`src/rtl/alu_seq_ctrl_if.sv`:
```
// Request/response handshake bundle between the issue logic (master side)
// and the alu_seq_ctrl sequencer (slave side).
interface alu_seq_ctrl_if #(
    parameter int W = 32
);
    logic         req_valid;
    logic         req_ready;
    logic [2:0]   req_op;
    logic [W-1:0] req_a;
    logic [W-1:0] req_b;
    logic         req_acc;
    logic         rsp_valid;
    logic         rsp_ready;
    logic [W-1:0] rsp_data;

    modport master (
        output req_valid, req_op, req_a, req_b, req_acc, rsp_ready,
        input  req_ready, rsp_valid, rsp_data
    );

    modport slave (
        input  req_valid, req_op, req_a, req_b, req_acc, rsp_ready,
        output req_ready, rsp_valid, rsp_data
    );
endinterface

```
`src/rtl/alu_seq_ctrl.sv`:
```
// Sequencer for the alu datapath: loads operands, strobes capture, returns the result.
// Optional accumulator operand source is built only when ALU_SEQ_CTRL_ACC_EN is defined.
module alu_seq_ctrl #(
    parameter int W     = 32,
    parameter int CNT_W = 16
) (
    input  logic             clk,
    input  logic             rst_n,
    alu_seq_ctrl_if.slave    bus,
    output logic [CNT_W-1:0] op_count,
    output logic [W-1:0]     alu_a0,
    output logic [W-1:0]     alu_b0,
    output logic [2:0]       alu_sel,
    output logic             alu_init_a,
    output logic             alu_init_b,
    output logic             alu_init_y,
    input  logic [W-1:0]     alu_y0
);
    localparam logic [2:0] IDLE = 3'd0;
    localparam logic [2:0] LDA  = 3'd1;
    localparam logic [2:0] LDB  = 3'd2;
    localparam logic [2:0] EXEC = 3'd3;
    localparam logic [2:0] CAPT = 3'd4;
    localparam logic [2:0] SAMP = 3'd5;
    localparam logic [2:0] RESP = 3'd6;

    localparam logic [2:0] OP_NOT = 3'b101;
    localparam logic [2:0] OP_SHL = 3'b110;

    logic [2:0]       state_q, state_d;
    logic [W-1:0]     a0_q, a0_d;
    logic [W-1:0]     b0_q, b0_d;
    logic [2:0]       sel_q, sel_d;
    logic             init_a_q, init_a_d;
    logic             init_b_q, init_b_d;
    logic             init_y_q, init_y_d;
    logic             rsp_valid_q, rsp_valid_d;
    logic [W-1:0]     rsp_data_q, rsp_data_d;
    logic [CNT_W-1:0] count_q, count_d;
    logic             accept;
    logic             handshake;
    logic             unary;
    logic [W-1:0]     operand_a;

    assign bus.req_ready = rst_n && (state_q == IDLE);
    assign accept        = bus.req_valid && bus.req_ready;
    assign handshake     = rsp_valid_q && bus.rsp_ready;
    assign unary         = (sel_q == OP_NOT) || (sel_q == OP_SHL);

`ifdef ALU_SEQ_CTRL_ACC_EN
    logic [W-1:0] acc_q, acc_d;

    // Acceptance reads acc_q, so a same-cycle update would still hand over the old value.
    assign acc_d     = handshake ? rsp_data_q : acc_q;
    assign operand_a = bus.req_acc ? acc_q : bus.req_a;

    always_ff @(posedge clk) begin
        if (!rst_n) begin
            acc_q <= '0;
        end else begin
            acc_q <= acc_d;
        end
    end
`else
    logic unused_req_acc;

    assign unused_req_acc = bus.req_acc;
    assign operand_a      = bus.req_a;
`endif

    always_comb begin
        state_d = state_q;
        case (state_q)
            IDLE: if (accept) state_d = LDA;
            LDA:  state_d = unary ? EXEC : LDB;
            LDB:  state_d = EXEC;
            EXEC: state_d = CAPT;
            CAPT: state_d = SAMP;
            SAMP: state_d = RESP;
            RESP: if (bus.rsp_ready) state_d = IDLE;
            default: state_d = IDLE;
        endcase
    end

    // Strobes and rsp_valid are registered decodes of the state being entered.
    always_comb begin
        init_a_d    = (state_d == LDA);
        init_b_d    = (state_d == LDB);
        init_y_d    = (state_d == CAPT);
        rsp_valid_d = (state_d == RESP);
        a0_d        = accept ? operand_a : a0_q;
        b0_d        = accept ? bus.req_b : b0_q;
        sel_d       = accept ? bus.req_op : sel_q;
        rsp_data_d  = (state_q == SAMP) ? alu_y0 : rsp_data_q;
        count_d     = handshake ? count_q + CNT_W'(1) : count_q;
    end

    always_ff @(posedge clk) begin
        if (!rst_n) begin
            state_q     <= IDLE;
            a0_q        <= '0;
            b0_q        <= '0;
            sel_q       <= '0;
            init_a_q    <= 1'b0;
            init_b_q    <= 1'b0;
            init_y_q    <= 1'b0;
            rsp_valid_q <= 1'b0;
            rsp_data_q  <= '0;
            count_q     <= '0;
        end else begin
            state_q     <= state_d;
            a0_q        <= a0_d;
            b0_q        <= b0_d;
            sel_q       <= sel_d;
            init_a_q    <= init_a_d;
            init_b_q    <= init_b_d;
            init_y_q    <= init_y_d;
            rsp_valid_q <= rsp_valid_d;
            rsp_data_q  <= rsp_data_d;
            count_q     <= count_d;
        end
    end

    assign bus.rsp_valid = rsp_valid_q;
    assign bus.rsp_data  = rsp_data_q;
    assign op_count      = count_q;
    assign alu_a0        = a0_q;
    assign alu_b0        = b0_q;
    assign alu_sel       = sel_q;
    assign alu_init_a    = init_a_q;
    assign alu_init_b    = init_b_q;
    assign alu_init_y    = init_y_q;
endmodule

```
`src/flat_wrapper.sv`:
```
// flat-port wrapper written by rule: the top's interface ports become plain ports
module alu_seq_ctrl_flat 
#(
    parameter int W     = 32,
    parameter int CNT_W = 16
)
  (clk, rst_n, op_count, alu_a0, alu_b0, alu_sel, alu_init_a, alu_init_b, alu_init_y, alu_y0, bus_req_valid, bus_req_op, bus_req_a, bus_req_b, bus_req_acc, bus_rsp_ready, bus_req_ready, bus_rsp_valid, bus_rsp_data);
  alu_seq_ctrl_if #(.W(W)) bus_i ();
  input  logic clk;
  input  logic rst_n;
  output logic [CNT_W-1:0] op_count;
  output logic [W-1:0] alu_a0;
  output logic [W-1:0] alu_b0;
  output logic [2:0] alu_sel;
  output logic alu_init_a;
  output logic alu_init_b;
  output logic alu_init_y;
  input  logic [W-1:0] alu_y0;
  input wire logic [$bits(bus_i.req_valid)-1:0] bus_req_valid;
  input wire logic [$bits(bus_i.req_op)-1:0] bus_req_op;
  input wire logic [$bits(bus_i.req_a)-1:0] bus_req_a;
  input wire logic [$bits(bus_i.req_b)-1:0] bus_req_b;
  input wire logic [$bits(bus_i.req_acc)-1:0] bus_req_acc;
  input wire logic [$bits(bus_i.rsp_ready)-1:0] bus_rsp_ready;
  output wire logic [$bits(bus_i.req_ready)-1:0] bus_req_ready;
  output wire logic [$bits(bus_i.rsp_valid)-1:0] bus_rsp_valid;
  output wire logic [$bits(bus_i.rsp_data)-1:0] bus_rsp_data;
  assign bus_i.req_valid = bus_req_valid;
  assign bus_i.req_op = bus_req_op;
  assign bus_i.req_a = bus_req_a;
  assign bus_i.req_b = bus_req_b;
  assign bus_i.req_acc = bus_req_acc;
  assign bus_i.rsp_ready = bus_rsp_ready;
  assign bus_req_ready = bus_i.req_ready;
  assign bus_rsp_valid = bus_i.rsp_valid;
  assign bus_rsp_data = bus_i.rsp_data;
  alu_seq_ctrl #(.W(W), .CNT_W(CNT_W)) u_core (.clk(clk), .rst_n(rst_n), .bus(bus_i), .op_count(op_count), .alu_a0(alu_a0), .alu_b0(alu_b0), .alu_sel(alu_sel), .alu_init_a(alu_init_a), .alu_init_b(alu_init_b), .alu_init_y(alu_init_y), .alu_y0(alu_y0));
endmodule
```
`config.mk`:
```
export PLATFORM = sky130hd
export DESIGN_NAME = alu_seq_ctrl_flat
export DESIGN_NICKNAME = d
export VERILOG_FILES = /design/src/rtl/alu_seq_ctrl_if.sv /design/src/rtl/alu_seq_ctrl.sv /design/src/flat_wrapper.sv
export SDC_FILE = /design/constraint.sdc
export NUM_CORES = 1
export LEC_CHECK = 0
export CAP_MARGIN = 5
export CELL_PAD_IN_SITES_DETAIL_PLACEMENT = 0
export CELL_PAD_IN_SITES_GLOBAL_PLACEMENT = 1
export CORE_MARGIN = 5
export CORE_UTILIZATION = 30
export DETAILED_ROUTE_END_ITERATION = 8
export GPL_TIMING_DRIVEN = 0
export PLACE_DENSITY = 0.91
export SYNTH_ARGS = -nofsm -noshare
export SYNTH_HDL_FRONTEND = slang
export SYNTH_SLANG_ARGS = --single-unit
```
`constraint.sdc`:
```
create_clock -name clk -period 3.7 [get_ports clk]
set_clock_uncertainty 0.05 [all_clocks]
set_input_delay 0.37 -clock clk [delete_from_list [all_inputs] [get_ports clk]]
set_output_delay 0.37 -clock clk [all_outputs]
set_load 0.05 [all_outputs]
```
==> results by group <==
Timing
  – F_max: roughly 400 MHz
  – Final period util: 0.667
  – RSZ-0062 raised after global routing: false
  – Setup TNS: 0 ns
  – Final hold vios: 0
  – Worst Max-Slew Pin Slew: between 0.6 and 0.7 ns
  – Period minus WS final: 2.47 ns
  – Slew margin rel.: 0.575
  – WHS: between 0.2 and 0.3 ns
  – Setup-failing EPs final: 0
  – Final Slew Violations: 0

Synthesis
  – EDFF count, synth: 0
  – Mux cell area share after synthesis: 0.00226
  – Synthesized area: roughly 4400 sq um
  – Synth warn: 0
  – Syn Area/Cell: between 8 and 9 sq um
  – Netlist cell types: 35
  – Post-synthesis async set-or-reset flop share: 0
  – Xor and xnor fraction of the mapped netlist area: 0.0218
  – Main combinational cell family by area after synthesis: simple AND/OR/NAND/NOR gates
  – Synth Area in Compound Gates: 0.134
  – Sequential share of the synthesized area: 0.552
  – Adder-cell share of the synthesized area: 0.00283
  – Synth Register Bits: between 100 and 150
  – Simple-Gate Fraction of Synth Area: 0.245
  – Top_reg_cell synth: dfxtp_1
  – Synth Net Count: ~650
  – Cell count after synthesis: 548

Clock tree
  – Root Buffer: clkbuf_16
  – CTS tree: built
  – Clk pin slew, worst setup/hold paths: 0.05 ns
  – Post-CTS setup buffer count: 0
  – CTS H-tree depth: 4
  – Clk Latency, worst-skew pair: 0.40 ns
  – Clk buf depth: 2
  – Hold Buf Count CTS: 0
  – Resized Gates After CTS: 0
  – CTS Buf Count: 17
  – CTS sink count: 122

Floorplanning
  – Die Wd: roughly 130 um
  – Effective utilization at floorplan: 0.306
  – Chip height: around 130 um
  – Die area: between 15000 and 20000 sq um
  – Row count: 44
  – Top Ports: ~220
  – Core Region: 14500 sq um

Place
  – PortBufs: around 220
  – Post-DP HPWL: approximately 11000 um
  – Placer Congestion: 0.739
  – Placed cell count: roughly 950

Critical path
  – Worst r2r dst: u_core.alu_b0[26]$_SDFFE_PN0P_
  – Critical Path, Cell by Cell: clkdlybuf4s50_1 > nor4b_4 > clkdlybuf4s50_1
  – Worst path slowest cell: clkdlybuf4s50_1
  – CP Class: in -> out
  – CP Capture Type: output pin
  – Setup crit start: rst_n
  – CP startpoint kind: input pin
  – Top delay family on crit path: buffers and inverters
  – Top fanout value on the critical path: 5
  – Worst R2R Setup Slack: approximately 1.8 ns
  – Required time worst endpoint: approximately 3.3 ns
  – Buf+Inv Stages, Crit Path: 2
  – R2R depth: 7
  – Worst R2R Start: u_core.state_q[0]$_SDFF_PN0_
  – Worst EP arrival: 2.05 ns
  – CP max stage delay: 0.87 ns
  – Most frequent CP cell: clkdlybuf4s50_1

Routing
  – First-pass DRT Iterations: 4
  – Vias: between 4000 and 5000
  – Initial DRC count: approximately 130
  – Vias per cell: roughly 4.5
  – DRT antenna net count: 0
  – WL/cell: about 14 um
  – DRC Markers: 0
  – Drt total wl: 14100 um

Final layout
  – Layout Utilization: 0.519
  – Fin cells: just under 1000
  – Proportion of layout cells with a drive suffix above 1: 0.0563
  – # diodes: 0
  – Area delta synth->final: 69.7%
  – Final nets: ~900

Global routing
  – Pin count of the biggest net entering global routing: 17
  – GRT Total Usage: 0.159
  – Gr ovfl total: 0
  – Global-route wire length before repair: between 20000 and 25000 um
  – Vias in the first global route: ~4400
  – Initial antenna violation count: 0

Pwr
  – Pleak: around 0.0027 uW
  – Max IR drop VDD: between 0.0002 and 0.0003 V
  – Power per cell area: approximately 500 nW/um^2

Worst hold path
  – Hold/Removal Path Class: in -> reg
  – WHS Endpoint: u_core.op_count[1]$_SDFFE_PN0P_
  – Hold Crit Start: bus_rsp_ready
  – Hold Crit Depth: 3

Run
  – Max_cap viols: 0

Outcome
  – Outcome: finished clean
[sequential cells by signal, summed over array words and instances (netlist names)]
name	cells
u_core.alu_a0	32
u_core.alu_b0	32
u_core.bus.rsp_data	32
u_core.op_count	16
u_core.alu_sel	3
u_core.state_q	3
u_core.alu_init_a	1
u_core.alu_init_b	1
u_core.alu_init_y	1
u_core.bus.rsp_valid	1
[per-stage QoR]
stage | area [sq um] | worst slack [ns] | total power, uW
after floorplan | 4430 | 1.61 | 1690
after global placement | 6870 | 1.22 | 1930
after detailed placement | 6870 | 1.23 | 1930
after CTS | 7510 | 1.21 | 3760
after global routing | 7510 | 1.12 | 3860
final | 7510 | 1.23 | 3710
[final cells by class]
cell class | count | area, sq um
clock buffers | 24 | 482
plain buffers | 39 | 179
inverters | 2 | 7.51
multi-input cells | 385 | 1800
repair buffers | 221 | 2210
fillers | 1378 | 6970
well taps | 184 | 230
clock inverters | 7 | 163
flip-flops and latches | 122 | 2440
[worst register-to-register path, stage by stage (launching register included)]
cell	delay, ns
dfxtp_1	0.29
buf_2	0.17
nor4b_4	0.29
nand2_1	0.21
buf_2	0.25
buf_1	0.27
nand2_1	0.13
a21oi_1	0.07
[cell usage in the layout, fill, tap and decap left out, types with 5 or more instances in the layout]
| cell | count |
|---|---|
| nand3_1 | 7 |
| clkbuf_16 | 17 |
| clkbuf_1 | 25 |
| nor2_1 | 13 |
| dfxtp_1 | 122 |
| buf_2 | 11 |
| clkdlybuf4s50_1 | 221 |
| bufinv_16 | 5 |
| a21oi_1 | 106 |
| nand2_1 | 210 |
| xor2_1 | 9 |
| nand4_1 | 5 |
[worst max-delay path by stage]
stage                                      to  slack, ns  cells after the start
3_5_place_dp                    bus_req_ready       1.23                      3
3_3_place_gp                    bus_req_ready       1.22                      3
6_report                        bus_req_ready       1.23                      3
5_1_grt                         bus_req_ready       1.12                      3
4_1_cts                         bus_req_ready       1.21                      3
2_1_floorplan  u_core.alu_sel[1]$_SDFFE_PN0P_       1.61                      7
[synthesized netlist by cell type (4+ instances only)]
master	count	area, sq um
a21oi_1	106	531
buf_2	11	55.1
clkbuf_1	21	78.8
dfxtp_1	122	2440
nand2_1	210	788
nand2b_1	4	25.0
nand3_1	7	35.0
nand4_1	5	31.3
nor2_1	13	48.8
o21ai_0	4	20.0
xor2_1	9	78.8
[kinds of logic after synthesis]
group | Yosys count
and+or+nand+nor | 257
DFF | 122
AOI/OAI and AO/OA | 115
buffers and inverters | 41
xor gates and xnor gates | 11
muxes | 1
adders and majority gates | 1
[per-layer routing]
metal | global-route usage | wire length, um
met3 | 0.0952 | 1670
met5 | 0 | 0
met4 | 0.0434 | 123
met1 | 0.181 | 5980
met2 | 0.252 | 6290
[where the power goes]
group | internal, uW | leakage, uW | total, uW | switching (uW)
sequential | 1360 | 0.000989 | 1380 | 22.1
clock | 1250 | 0.000311 | 1810 | 563
combinational | 215 | 0.00137 | 519 | 304
total | 2820 | 0.00267 | 3710 | 889
Power figures use the tool's default switching activity.
